<file path="src/rtl/clear_then_circle.sv">
// Sequencer in front of the circle drawer: optionally clears the framebuffer,
// then hands the VGA pixel-write port to the drawer until it reports done.
module clear_then_circle #(
  parameter int          SCREEN_W    = 160,
  parameter int          SCREEN_H    = 120,
  parameter logic [2:0]  FILL_COLOUR = 3'b000
) (
  input  logic       clk,
  input  logic       rst_n,
  input  logic       start,
  input  logic       clear_en,
  output logic       done,
  output logic       circle_start,
  input  logic       circle_done,
  input  logic [7:0] circle_x,
  input  logic [6:0] circle_y,
  input  logic [2:0] circle_colour,
  input  logic       circle_plot,
  output logic [7:0] vga_x,
  output logic [6:0] vga_y,
  output logic [2:0] vga_colour,
  output logic       vga_plot
);

  typedef enum logic [1:0] {IDLE, FILL, CIRCLE, DONE} state_t;

  localparam logic [7:0] LAST_X = 8'(SCREEN_W - 1);
  localparam logic [6:0] LAST_Y = 7'(SCREEN_H - 1);

  state_t     state_q, state_d;
  logic [7:0] fx_q, fx_d;
  logic [6:0] fy_q, fy_d;
  logic       armed_q, armed_d;

  always_comb begin
    state_d = state_q;
    fx_d    = fx_q;
    fy_d    = fy_q;
    armed_d = armed_q;
    unique case (state_q)
      IDLE: begin
        if (start) begin
          state_d = clear_en ? FILL : CIRCLE;
          fx_d    = 8'd0;
          fy_d    = 7'd0;
          armed_d = 1'b0;
        end
      end
      FILL: begin
        // Column-major sweep: y runs fastest, x advances when a column completes.
        if (fy_q == LAST_Y) begin
          fy_d = 7'd0;
          if (fx_q == LAST_X) begin
            fx_d    = 8'd0;
            state_d = CIRCLE;
          end else begin
            fx_d = fx_q + 8'd1;
          end
        end else begin
          fy_d = fy_q + 7'd1;
        end
      end
      CIRCLE: begin
        // A done left high from a previous run is ignored until it has been seen low.
        if (!circle_done) armed_d = 1'b1;
        if (armed_q && circle_done) state_d = DONE;
      end
      DONE: begin
        if (!start) state_d = IDLE;
      end
      default: state_d = IDLE;
    endcase
  end

  always_ff @(posedge clk or negedge rst_n) begin
    if (!rst_n) begin
      state_q <= IDLE;
      fx_q    <= 8'd0;
      fy_q    <= 7'd0;
      armed_q <= 1'b0;
    end else begin
      state_q <= state_d;
      fx_q    <= fx_d;
      fy_q    <= fy_d;
      armed_q <= armed_d;
    end
  end

  always_comb begin
    done         = 1'b0;
    circle_start = 1'b0;
    vga_x        = 8'd0;
    vga_y        = 7'd0;
    vga_colour   = 3'd0;
    vga_plot     = 1'b0;
    unique case (state_q)
      FILL: begin
        vga_x      = fx_q;
        vga_y      = fy_q;
        vga_colour = FILL_COLOUR;
        vga_plot   = 1'b1;
      end
      CIRCLE: begin
        circle_start = 1'b1;
        vga_x        = circle_x;
        vga_y        = circle_y;
        vga_colour   = circle_colour;
        vga_plot     = circle_plot;
      end
      DONE: done = 1'b1;
      default: ;
    endcase
  end

endmodule

</file>
<file path="config.mk">
export PLATFORM = sky130hd
export DESIGN_NAME = clear_then_circle
export DESIGN_NICKNAME = d
export VERILOG_FILES = /design/src/rtl/clear_then_circle.sv
export SDC_FILE = /design/constraint.sdc
export NUM_CORES = 1
export LEC_CHECK = 0
export CAP_MARGIN = 10
export CORE_ASPECT_RATIO = 1.4
export CORE_MARGIN = 2
export CORE_UTILIZATION = 40
export CTS_CLUSTER_DIAMETER = 120
export DETAILED_ROUTE_END_ITERATION = 16
export PLACE_DENSITY = 0.79
export SYNTH_ARGS = -nofsm -noshare
export SYNTH_HDL_FRONTEND = slang
export SYNTH_SLANG_ARGS = --single-unit
export TNS_END_PERCENT = 30
</file>
<file path="constraint.sdc">
create_clock -name clk -period 4.7 [get_ports clk]
set_input_delay 0.705 -clock clk [delete_from_list [all_inputs] [get_ports clk]]
set_output_delay 0.705 -clock clk [all_outputs]
set_load 0.01 [all_outputs]
</file>
==> reports/metrics.csv, run 1 <==
metric,value,unit
outcome,"complete, no violations",
cts_tree,yes,
synth_edf_count,0,
grt_max_degree,31,
cts.sinks,18,
track_usage,20.1,%
drv_cap,0,
power_density,496,nW/um^2
cp_slowest_cell,ha_1,
rsz0062_at_grt,false,
cts_hold_buf,0,
leakagePower,0.000773,uW
drt_iter0_markers,31,
die_height,74.0,um
grt.overflow.total,0,
max_slew.worst_pin.slew,0.990,ns
ant_nets,0,
fmax,0.303,GHz
synth_seq_cells,18,
post_cts_resized,0,
wl,3.68,mm
crit_arrival,2.60,ns
io_pins,45,
yosysWarnings,0,
cts_setup_buffers,0,
fillCellCount,303,
initial_core_util,41.5,%
cts.clk_slew.worst_paths,0.07,ns
avgSynthCellArea,9.16,um^2
viasPerCell,5.63,
fin_ws,1.40,ns
fp.coreArea,3380,um^2
area_growth,35.5,%
root_buffer,clkbuf_8,
dp_slack,1.70,ns
die_w,54.0,um
vdd_drop_max,0.320,mV
routedWlPerCell,15.7,um
cp-start-kind,flip-flop,
setup_viol,0,
seq_area,450,um^2
num_rows,25,
clock_latency,0.26,ns
synth_area,1400,um^2
drive_gt1_share,8.25,%
yosysSeqAreaShare,32.1,%
fin_setup_tns,0,ns
cts_buffers,3,
multiInputGateArea,885,um^2
diodes,0,
relSlewSlack,34.0,%
gp_congestion,0.828,
synth_cells,153,
die-area,4000,um^2
critical_path_class,flip-flop to output port,
period_needed,3.30,ns
hpwl,2.69,mm
crit_fanout,30,
hold_class,flip-flop to flip-flop,
syn_nets,184,
ys_types,42,
slew_viol_final,0,
vias,1317,
finalHoldViolations,0,
grt_pass1_vias,1345,
dr.pass1.iters,4,
nets,226,
critPathMaxStageDelay,0.83,ns
synth_ff_type,dfrtp_1,
required,3.99,ns
cts.htree.levels,1,
numPortBuffers,44,
post-route-period-util,70.2,%
drc_errors,0,
grt_pass1_wl,5.94,mm
worstSetupEndpointType,output port,
async_flop_share,100,%
clockBufferDepth,2,
cp_cell_sequence,inv_1 -> ha_1 -> nand2_1 -> a21boi_0 -> clkdlybuf4s50_1,
antenna_found_initial,0,
finalClockSkew,0.0103,ns
-- area by class of cell --
class | instances | area share [%]
flip-flops and latches | 18 | 23.7
clock buffers | 4 | 2.90
well taps | 40 | 2.64
multi-input cells | 124 | 46.6
inverters | 3 | 0.593
repair buffers | 45 | 23.6
-- per-stage QoR --
| step | util, % | power (uW) | hold slack (ns) | std cells | instance area (um^2) |
|---|---|---|---|---|---|
| floorplan | - | 596 | 0.409 | 153 | 1400 |
| global placement | 54.6 | 797 | 0.526 | 230 | 1840 |
| detailed placement | 54.6 | 816 | 0.544 | 230 | 1840 |
| CTS | 56.2 | 946 | 0.560 | 234 | 1900 |
| global route | 56.2 | 1020 | 0.593 | 234 | 1900 |
| finish | 56.2 | 942 | 0.556 | 234 | 1900 |
-- critical path: cells and delay by family, from the launching register on --
family	cells	cell delay (ns)
flops	1	0.41
compound gates	1	0.23
buf+inv	2	0.70
fa+ha+maj	1	0.83
simple gates	1	0.16
-- cells by family after synthesis --
logic type,after synthesis,synth area share (%)
fa+ha+maj,7,6.25
flops,18,32.1
mux,9,6.70
xor+xnor,3,1.88
buf+inv,11,4.73
simple gates,70,28.8
compound gates,35,19.5
-- cell usage after synthesis (3+ instances only) --
cell       n  area [um^2]
dfrtp_1   18          450
nand2_1   15         56.3
nor2b_1   15         93.8
a22oi_1   13         97.6
nor2_1    11         41.3
ha_1       7         87.6
nand3_1    7         35.0
mux2i_1    6         60.1
a22o_1     4         35.0
o21ai_0    4         20.0
and2_1     3         18.8
clkbuf_1   3         11.3
inv_1      3         11.3
mux2_2     3         33.8
nand4_1    3         18.8
-- cells in the final DEF, fill, tap and decap left out, drive strengths merged, types with 2 or more instances in the layout --
cell type,netlist,layout
clkdlybuf4s50,0,44
dfrtp,18,18
nand2,15,15
nor2b,15,15
a22oi,13,13
nor2,11,11
nand3,7,7
ha,7,7
mux2i,6,6
a22o,5,5
o21ai,4,4
clkbuf,4,4
nand4,4,4
a21boi,4,4
inv,3,3
and2,3,3
mux2,3,3
and3,3,3
a21oi,2,2
and4,2,2
nand3b,2,2
o221ai,2,2
nor3b,2,2
xnor2,2,2
-- state kept, by name, indices dropped and copies added (netlist names) --
name	count
armed_q	1
fx_q	8
fy_q	7
state_q	2
-- worst paths after layout --
check | cells after the start | slack, ns | endpoint | from
setup / recovery | 5 | 1.40 | vga_x[2] | state_q[1]
hold / removal | 1 | 0.56 | fy_q[1] | fy_q[1]
setup reg to reg | 6 | 2.21 | fx_q[5] | state_q[1]
hold reg to reg | 1 | 0.56 | fy_q[1] | fy_q[1]
max in group asynchronous | 1 | 3.29 | fx_q[0] | rst_n
min in group asynchronous | 1 | 0.90 | fx_q[2] | rst_n
-- power breakdown --
part	leakage [uW]	total [uW]	internal [uW]	switching [uW]
sequential	0.000245	217	184	33.1
clock	0.0000288	129	74.5	54.1
combinational	0.000500	596	298	298
-- per-layer routing --
| layer | track usage [%] | vias up | routed length [um] |
|---|---|---|---|
| li1 | - | 641 | - |
| met1 | 23.6 | 604 | 1420 |
| met2 | 34.8 | 65 | 1910 |
| met3 | 2.61 | 7 | 273 |
| met4 | 10.3 | 0 | 76 |
| met5 | 0 | - | 0 |
Note: power is estimated with default switching activity, not from simulation.
==> run 2, diff against run 1 <==
--- a/config.mk
+++ b/config.mk
@@ -11,7 +11,7 @@
 export CORE_UTILIZATION = 40
 export CTS_CLUSTER_DIAMETER = 120
 export DETAILED_ROUTE_END_ITERATION = 16
-export PLACE_DENSITY = 0.79
+export PLACE_DENSITY = 0.82
 export SYNTH_ARGS = -nofsm -noshare
 export SYNTH_HDL_FRONTEND = slang
 export SYNTH_SLANG_ARGS = --single-unit
==> constraint.sdc (replaced) <==
create_clock -name clk -period 2.8 [get_ports clk]
set_input_delay 0.42 -clock clk [delete_from_list [all_inputs] [get_ports clk]]
set_output_delay 0.42 -clock clk [all_outputs]
set_load 0.01 [all_outputs]
==> run 2 against run 1 <==
  * Flip-flop and latch count unchanged
  * Die area unchanged
  * Clock power grew 74%
  * First-iteration DRC count is 130% higher
  * Combinational power grew 71%
  * Sequential share of layout area is 0.19 points lower
  * Sequential power is 67% higher
  * Global-route usage is 1.2 points lower
  * Clock skew is 0.0055 ns lower
  * Non-clock buffer count is 2 higher
  * Count of clock-buffer cells in the layout unchanged
  * Critical endpoint unchanged
==> reports/metrics.csv, run 2 (same netlist as run 1, synthesis figures left out) <==
metric,value,unit
cts_tree,yes,
diodes,0,
worstSetupEndpointType,output port,
post-route-period-util,92.9,%
cp_slowest_cell,ha_1,
numPortBuffers,44,
die_w,54.0,um
comb_power_share,63.4,%
gp_congestion,0.761,
critical_path_class,flip-flop to output port,
grt_max_degree,31,
p_sw,658,uW
die-area,4000,um^2
critPathMaxStageDelay,0.58,ns
cts_hold_buf,0,
crit_start,state_q[0],
clockBufferDepth,2,
fp.coreArea,3380,um^2
clock_latency,0.26,ns
initial_core_util,41.5,%
hold_class,flip-flop to flip-flop,
vias,1343,
fin_setup_tns,0,ns
relSlewSlack,41.3,%
p_clk_share,14.0,%
period_needed,2.60,ns
required,2.38,ns
fillCellCount,291,
finalHoldViolations,0,
vdd_drop_max,0.625,mV
track_usage,18.9,%
place_inst,232,
fin_ws,0.198,ns
path_depth,4,
root_buffer,clkbuf_8,
ant_nets,0,
cp_num_buf_inv,2,
crit_end,vga_x[2],
cp_cell_sequence,inv_1 -> ha_1 -> a21boi_0 -> clkdlybuf4s50_1,
grt.overflow.total,0,
rsz0062_at_grt,false,
r2r_start,state_q[1],
setup_viol,0,
cts_setup_buffers,0,
dr.pass1.iters,4,
nets,228,
pwr-share-seq,22.6,%
slew_viol_final,0,
fmax,0.384,GHz
grt_pass1_vias,1283,
antenna_found_initial,0,
largest-register,fx_q,
io_pins,45,
grt_pass1_wl,5.77,mm
max_slew.worst_pin.slew,0.878,ns
cts.clk_slew.worst_paths,0.08,ns
crit_fanout,17,
intPower,945,uW
cts.htree.levels,1,
reg2reg_slack,0.81,ns
total_power,1600,uW
finalClockSkew,0.00479,ns
crit_arrival,2.18,ns
viasPerCell,5.69,
drc_errors,0,
cts.sinks,18,
final_cell_mix,"clkdlybuf4s50_1, dfrtp_1, nand2_1, nor2b_1, a22oi_1",
cpLargestDelayFamily,buffers and inverters,
wl,3.53,mm
final_common_cell,clkdlybuf4s50_1,
hpwl,2.60,mm
fin_util,56.7,%
largest_register_ffs,8,
final-instance-count-excl-fill,236,
drt_iter0_markers,72,
dp_slack,0.526,ns
outcome,"complete, no violations",
top_regs,"fx_q: 8 flops, fy_q: 7 flops, state_q: 2 flops",
post_cts_resized,0,
timing.rr.end,fx_q[5],
area_growth,36.6,%
num_rows,25,
p_sw_share,41.0,%
drv_cap,0,
leakagePower,0.000783,uW
die_height,74.0,um
cts_buffers,3,
drive_gt1_share,9.18,%
routedWlPerCell,15.0,um
cp-start-kind,flip-flop,
reg2regPathDepth,7,
power_density,837,nW/um^2
==> run 2: routing by layer <==
layer | global-route usage [%] | share of wire [%] | routed length (um)
met1 | 23.7 | 42 | 1470
met2 | 32.7 | 51 | 1820
met3 | 2.01 | 5.3 | 186
met4 | 7.22 | 1.6 | 56
met5 | 0 | 0 | 0
==> run 2: stage by stage <==
step,area (um^2),hold slack [ns]
after global routing,1910,0.582
after floorplan,1400,0.124
after global placement,1860,0.531
final,1910,0.552
after CTS,1910,0.554
after detailed placement,1860,0.536
==> run 2: power by group through the flow <==
stage	Combinational, uW	Clock (uW)	Sequential [uW]
6_report	1020	224	362
2_1_floorplan	649	0	352
5_1_grt	1120	234	372
3_5_place_dp	1010	0	366
3_3_place_gp	993	0	363
4_1_cts	1020	224	360
==> run 2: worst min-delay path by stage <==
stage	start	end	slack [ns]	cells past startpoint
after global routing	fy_q[1]	fy_q[1]	0.58	1
after detailed placement	armed_q	armed_q	0.54	2
final	fy_q[1]	fy_q[1]	0.55	1
after CTS	armed_q	armed_q	0.55	2
after floorplan	rst_n	armed_q	0.12	0
after global placement	armed_q	armed_q	0.53	2
==> run 2: final cells by class <==
class / count / area [um^2] / share of cell area [%]
clock buffers: 4 / 55.1 / 2.88
flip-flops and latches: 18 / 450 / 23.5
repair buffers: 47 / 463 / 24.2
multi-input cells: 124 / 885 / 46.2
inverters: 3 / 11.3 / 0.588
well taps: 40 / 50.0 / 2.61
